File: config.mk
export PLATFORM = sky130hd
export DESIGN_NAME = if_fetch_queue
export DESIGN_NICKNAME = d
export VERILOG_FILES = /design/src/rtl/if_fetch_queue.sv
export SDC_FILE = /design/constraint.sdc
export NUM_CORES = 1
export LEC_CHECK = 0
export BUFFER_PORTS_ARGS = -buffer_cell sky130_fd_sc_hd__buf_2
export CAP_MARGIN = 40
export CORE_UTILIZATION = 55
export CTS_CLUSTER_SIZE = 25
export DETAILED_ROUTE_END_ITERATION = 8
export PLACE_DENSITY = 0.83
export SLEW_MARGIN = 30
export SYNTH_ARGS = -nofsm -noshare
export SYNTH_HDL_FRONTEND = slang
export SYNTH_SLANG_ARGS = --single-unit
File: constraint.sdc
create_clock -name clk -period 3.9 [get_ports clk]
set_clock_uncertainty 0.05 [all_clocks]
set_input_delay 0.195 -clock clk [delete_from_list [all_inputs] [get_ports clk]]
set_output_delay 0.195 -clock clk [all_outputs]
set_load 0.05 [all_outputs]
File: src/rtl/if_fetch_queue.sv
// Instruction-fetch stage: issues one sram-like request at a time for pc_in and buffers
// returned words (or misaligned-PC exceptions) with their PC in a FIFO feeding decode.
module if_fetch_queue #(
  parameter int DEPTH = 4,
  parameter int AW    = 2
) (
  input  logic        clk,
  input  logic        rst,
  input  logic [31:0] pc_in,
  output logic        go_if,
  input  logic        flush,
  output logic        inst_req,
  output logic [31:0] inst_addr,
  input  logic        inst_addr_ok,
  input  logic        inst_data_ok,
  input  logic [31:0] inst_rdata,
  output logic        id_valid,
  input  logic        id_ready,
  output logic [31:0] id_pc,
  output logic [31:0] id_inst,
  output logic        id_adel
);

  typedef enum logic [1:0] {S_REQ, S_WAIT, S_HALT} state_t;

  state_t      r_state;
  logic [AW:0] r_count;
  logic [AW-1:0] r_rd_ptr;
  logic [AW-1:0] r_wr_ptr;
  logic        r_cancel;
  logic [31:0] r_req_pc;

  logic [31:0] r_pc_mem   [DEPTH];
  logic [31:0] r_inst_mem [DEPTH];
  logic        r_adel_mem [DEPTH];

  logic        w_space;
  logic        w_aligned;
  logic        w_adel_push;
  logic        w_data_push;
  logic        w_push;
  logic        w_pop;
  logic [31:0] w_push_pc;
  logic [31:0] w_push_inst;

  assign w_space   = (r_count < (AW+1)'(DEPTH));
  assign w_aligned = (pc_in[1:0] == 2'b00);

  // Requests and go_if are held low during reset so the PC register cannot advance.
  assign inst_req    = ~rst & (r_state == S_REQ) & w_space & ~flush & w_aligned;
  assign w_adel_push = ~rst & (r_state == S_REQ) & w_space & ~flush & ~w_aligned;
  assign w_data_push = (r_state == S_WAIT) & inst_data_ok & ~r_cancel & ~flush;
  assign w_push      = w_adel_push | w_data_push;
  assign w_pop       = id_valid & id_ready & ~flush;

  assign go_if     = (inst_req & inst_addr_ok) | (flush & ~rst);
  assign inst_addr = pc_in;

  assign w_push_pc   = w_adel_push ? pc_in : r_req_pc;
  assign w_push_inst = w_adel_push ? 32'h0 : inst_rdata;

  assign id_valid = (r_count != '0);
  assign id_pc    = id_valid ? r_pc_mem[r_rd_ptr]   : 32'h0;
  assign id_inst  = id_valid ? r_inst_mem[r_rd_ptr] : 32'h0;
  assign id_adel  = id_valid & r_adel_mem[r_rd_ptr];

  // NOTE: storage is not reset; outputs are masked by id_valid, which the reset does clear.
  always_ff @(posedge clk) begin
    if (w_push) begin
      r_pc_mem[r_wr_ptr]   <= w_push_pc;
      r_inst_mem[r_wr_ptr] <= w_push_inst;
      r_adel_mem[r_wr_ptr] <= w_adel_push;
    end
  end

  always_ff @(posedge clk or posedge rst) begin
    if (rst) begin
      r_count  <= '0;
      r_rd_ptr <= '0;
      r_wr_ptr <= '0;
    end else if (flush) begin
      r_count  <= '0;
      r_rd_ptr <= r_wr_ptr;
    end else begin
      if (w_push) r_wr_ptr <= r_wr_ptr + AW'(1);
      if (w_pop)  r_rd_ptr <= r_rd_ptr + AW'(1);
      case ({w_push, w_pop})
        2'b10:   r_count <= r_count + (AW+1)'(1);
        2'b01:   r_count <= r_count - (AW+1)'(1);
        default: r_count <= r_count;
      endcase
    end
  end

  always_ff @(posedge clk or posedge rst) begin
    if (rst) begin
      r_state  <= S_REQ;
      r_cancel <= 1'b0;
      r_req_pc <= 32'h0;
    end else begin
      case (r_state)
        S_REQ: begin
          if (inst_req && inst_addr_ok) begin
            r_req_pc <= pc_in;
            r_state  <= S_WAIT;
          end else if (w_adel_push) begin
            r_state  <= S_HALT;
          end
        end
        S_WAIT: begin
          // A flush while the response is still pending marks it for discard.
          if (inst_data_ok) begin
            r_cancel <= 1'b0;
            r_state  <= S_REQ;
          end else if (flush) begin
            r_cancel <= 1'b1;
          end
        end
        S_HALT: begin
          if (flush) r_state <= S_REQ;
        end
        default: r_state <= S_REQ;
      endcase
    end
  end

endmodule

**Yosys cells after proc, flatten, opt, wreduce, memory -nomap -nowiden**

Memory sizes are Yosys's and may differ from the RTL's.
Index checks and enable logic that the tools add are counted.

- Equality and inequality tests: 7
- Reductions and logical operators: 11
- $lt $le $gt $ge: 1
- Bitwise gates (word level): 19
- $add $sub $neg: 4
- Mux-type cells: 17

Operators by type and width:

| cell | number |
|---|---|
| 2-to-1 mux 32 bit | 4 |
| AND 1 bit | 13 |
| 2-to-1 mux 2 bit | 6 |
| case mux 2 bit (3 select lines) | 1 |
| case mux 3 bit (2 select lines) | 1 |
| AND reduction 2 bit | 3 |
| nonzero test 3 bit | 2 |
| adder 2 x 1 -> 2 bit (second input constant) | 2 |
| == test 2 x 1 -> 1 bit (second input constant) | 2 |
| == test 2 bit (second input constant) | 2 |
| logical NOT 2 bit | 2 |
| 2-to-1 mux 1 bit | 4 |
| != test 2 bit (second input constant) | 2 |
| NOT 1 bit | 4 |
| nonzero test 2 bit | 2 |
| adder 3 x 1 -> 3 bit (second input constant) | 1 |
| less-than comparator 3 bit (second input constant) | 1 |
| 2-to-1 mux 3 bit | 1 |
| != test 3 x 2 -> 1 bit (second input constant) | 1 |
| AND reduction 3 bit | 1 |
| subtractor 3 x 1 -> 3 bit (second input constant) | 1 |
| bitwise OR 1 bit | 2 |
| logical AND 1 bit | 1 |

- Input bits: 70
- Logic and storage cells: 68
- Output and inout bits: 100
- RAM bits: 260
- Register bits after elaboration: 42
- Memories: 3

Memories:

| name | words | bits a word | rd ports | clocked after Yosys merged registers in | wr ports | line | source |
|---|---|---|---|---|---|---|---|
| r_inst_mem | 4 | 32 | 1 | 0 | 1 | 34 | `logic [31:0] r_inst_mem [DEPTH];` |
| r_pc_mem | 4 | 32 | 1 | 0 | 1 | 33 | `logic [31:0] r_pc_mem [DEPTH];` |
| r_adel_mem | 4 | 1 | 1 | 0 | 1 | 35 | `logic r_adel_mem [DEPTH];` |

**Logic depth before layout (Yosys ltp)**

- Word-level depth: 9
- Gate-level depth with buffers: 9
- Gate-level depth less buffers: 8

**Least setup slack after synthesis**

OpenSTA, ideal clock, no wires.

- Path kind: flip-flop to flip-flop
- Start: register r_count[2]
- End: memory r_adel_mem[0] (enable)
- Data arrival time: 3001 ps
- Slack: 419 ps
- Clock period less this slack: 3481 ps
- Setup time: 430 ps
- Cell stages (with the launch flop): 6
- Path buffers: 1
- Required time: 3420 ps
- Cell sequence: dfrtp_1 -> or4_4 -> nor3_2 -> or2_2 -> buf_6 -> and2_1

- Longest elaborated chain between the ends: 7

RTL lines:

| what | line | source |
|---|---|---|
| start, declared | 27 | `logic [AW:0] r_count;` |
| start signal, assigned | 88 | `2'b10: r_count <= r_count + (AW+1)'(1);` |
| start signal, assigned | 89 | `2'b01: r_count <= r_count - (AW+1)'(1);` |
| start signal, assigned | 90 | `default: r_count <= r_count;` |
| less-than comparator 3 bit | 46 | `assign w_space = (r_count < (AW+1)'(DEPTH));` |
| AND 1 bit (3 in series) | 51 | `assign w_adel_push = ~rst & (r_state == S_REQ) & w_space & ~flush & ~w_aligned;` |
| bitwise OR 1 bit | 53 | `assign w_push = w_adel_push \| w_data_push;` |
| 2-to-1 mux 1 bit | 69 | `if (w_push) begin` |
| 2-to-1 mux 1 bit (not written as such) | 72 | `r_adel_mem[r_wr_ptr] <= w_adel_push;` |
| end, declared | 35 |  |

Every way passes these cells.

**Worst setup path in the final report**

- Start: register r_count[2]
- End: output port go_if

- Longest elaborated chain between the ends: 6

RTL lines:

| what | line | source |
|---|---|---|
| less-than comparator 3 bit | 46 |  |
| AND 1 bit (3 in series) | 50 | `assign inst_req = ~rst & (r_state == S_REQ) & w_space & ~flush & w_aligned;` |
| AND 1 bit | 56 | `assign go_if = (inst_req & inst_addr_ok) \| (flush & ~rst);` |
| bitwise OR 1 bit | 56 |  |
| end, declared | 10 | `output logic go_if,` |

Every way passes these cells.

==> flow_metrics.tcl <==
set metrics [dict create \
    grt_max_degree 69 \
    start_kind "flop" \
    grt_pass1_vias 6744 \
    gp_congestion 0.772 \
    synth_ff_type "edfxtp_1" \
    worst_slew_pin_slew_ns 0.605 \
    crit_path_end_kind "output port" \
    numCtsBuffers 29 \
    path_class "flop to output port" \
    power_density_nw_per_um2 783 \
    ys_seq_elements 302 \
    overflow 0 \
    nets 912 \
    setup_tns_ns 0 \
    post_cts_buffers 0 \
    clock_path_buffers 3 \
    area_delta_synth_final_pct 18.4 \
    syn_nets 735 \
    drive_gt1_share_pct 42.2 \
    status "finished, final reports clean" \
    fin_ws_ns 0.981 \
    synth_cell_types 37 \
    firstDrtPassIters 5 \
    dp_hpwl_um 13800 \
    crit_fanout 16 \
    ir_worst_vdd_uv 512 \
    drt-wirelength-per-cell_um 21.1 \
    dieArea_um2 23500 \
    arrival_ns 2.67 \
    maxCapViolCount 0 \
    clock_latency_ns 0.53 \
    fin_cells 1139 \
    drt_iter0_markers 474 \
    hp-class "input port to flop" \
    cts_tree "yes" \
    fp.coreArea_um2 22100 \
    dp_slack_ns 1.16 \
    synth_common_cells "260 x edfxtp_1, 71 x and2_1, 65 x mux4_2" \
    p_leak_uw 0.00562 \
    grt_pass1_wl_um 37500 \
    clkTransAtPathRegs_ns 0.06 \
    final-hold-violation-count 0 \
    syn-instance-count 660 \
    synthArstFlopShare_pct 13.9 \
    num_vias 6357 \
    synth_edf_count 260 \
    yosysTopAreaCellShare_pct 62.1 \
    fin_crit_ns 2.92 \
    post-place-cells 1053 \
    routed_wl_um 24000 \
    rsz0062_at_grt "no" \
    yosysSeqAreaShare_pct 70.4 \
    synthTopCellsByArea "edfxtp_1 62%, mux4_2 12%, dfrtp_1 8.4%, and2_1 3.5%, mux2_4 3.1%" \
    maxSlewViolCount 0 \
    fmax_mhz 343 \
    synth_area_leader_cell "edfxtp_1" \
    synth_most_common_cell "edfxtp_1" \
    die_w_um 153 \
    slew_headroom_pct 59.7 \
    grtUsageTotal_pct 21.0 \
    antenna_left 0 \
    antenna_found_initial 2 \
    setup_viol 0 \
    ys_warn_count 0 \
    port_buffers 169 \
    ioPinCount 170 \
    period_share_pct 74.8 \
    vias_per_cell 5.58 \
    netlist_area_um2 12600 \
    cp.required_ns 3.65 \
    rows 54 \
    syn_area_per_cell_um2 19.1 \
    htree_levels 1 \
    cts_sinks 302 \
    cts-root-buf "clkbuf_16" \
    route.detailed.drc 0 \
    post-route-util_pct 67.4 \
    start_util_pct 56.9 \
    die_h_um 153 \
]
==> per-stage QoR <==
step | hold WS [ns] | cell area (µm²) | total power, µW
final | 0.0409 | 14900 | 11700
after global routing | 0.0284 | 14900 | 12200
after CTS | 0.0134 | 14900 | 11800
after detailed placement | 0.292 | 13600 | 8800
after global placement | 0.362 | 13500 | 8690
after floorplan | 0.231 | 12600 | 7810
==> cells by family after synthesis <==
group           Yosys count  share of synthesized area (%)
compound gates           13                          0.587
xor+xnor                  6                          0.418
fa+ha+maj                 5                          0.557
buf+inv                  72                           3.54
flops                   302                           70.4
mux                     125                           17.8
simple gates            137                           6.68
==> final timing paths <==
| kind | from | to | slack (ns) | cells after the start |
|---|---|---|---|---|
| setup / recovery | r_count[2]$_DFFE_PP0P_ | go_if | 0.98 | 5 |
| hold / removal | inst_rdata[25] | r_inst_mem[1][25]$_DFFE_PP_ | 0.04 | 2 |
| setup reg to reg | r_count[2]$_DFFE_PP0P_ | r_pc_mem[0][27]$_DFFE_PP_ | 1.14 | 5 |
| hold reg to reg | r_req_pc[0]$_DFFE_PP0P_ | r_req_pc[0]$_DFFE_PP0P_ | 0.44 | 1 |
| max in group asynchronous | rst | r_rd_ptr[0]$_DFFE_PP0P_ | 3.05 | 3 |
| min in group asynchronous | rst | r_cancel$_DFFE_PP0P_ | 0.30 | 3 |
==> timing repair <==
action | in CTS | in global routing
hold buffers | 33 | 0
hold endpoints to repair | 131 | 0
gates resized for setup | 0 | 0
==> area by class of cell <==
cell class,instances,area (µm²)
Tap cell,280,350
Multi-Input combinational cell,286,3290
Fill cell,1481,7200
Sequential cell,302,8870
Clock inverter,14,221
Inverter,5,21.3
Antenna cell,2,5.00
Clock buffer,37,786
Timing Repair Buffer,213,1350
==> sequential cells by signal (all words and copies together), names as in the netlist <==
signal / flops
r_pc_mem: 128
r_inst_mem: 128
r_wr_ptr: 2
r_adel_mem: 4
r_req_pc: 32
r_rd_ptr: 2
r_count: 3
r_cancel: 1
r_state: 2
==> power breakdown <==
group          leakage (µW)  switching, µW  internal (µW)
sequential          0.00290            305           4150
clock              0.000497           1110           1810
combinational       0.00223           2720           1550
==> per-layer routing <==
| layer | wire, µm | up-vias | GRT usage [%] |
|---|---|---|---|
| met5 | 0 | - | 0 |
| li1 | - | 2850 | - |
| met3 | 2090 | 32 | 4.54 |
| met1 | 9490 | 3201 | 28.1 |
| met4 | 375 | 0 | 4.18 |
| met2 | 12100 | 274 | 35.9 |
==> cells in the final DEF, fill, tap and decap left out, types with 2 or more instances in the layout <==
master           n
edfxtp_1       260
buf_2          169
and2_1          67
mux4_2          65
dfrtp_1         40
mux2_2          34
nor2b_1         33
dlygate4sd3_1   33
clkbuf_16       29
mux2_4          26
nand2_1         12
bufinv_16        6
buf_12           6
nor2_1           5
o21ai_0          5
a21oi_1          5
clkinv_2         5
clkbuf_1         5
inv_1            4
and2_4           4
ha_1             4
buf_4            4
xnor2_1          3
xor2_1           3
nor3_1           3
clkbuf_8         3
diode_2          2
nand2b_1         2
clkinv_1         2
dfrtp_4          2
==> worst max-delay path: stages (launching register included) <==
cell	delay, ns
dfrtp_1	0.45
or4_4	0.59
nor4_4	0.21
nand2_2	0.38
o21ai_0	0.23
buf_2	0.30
(Power assumes the default switching activity.)
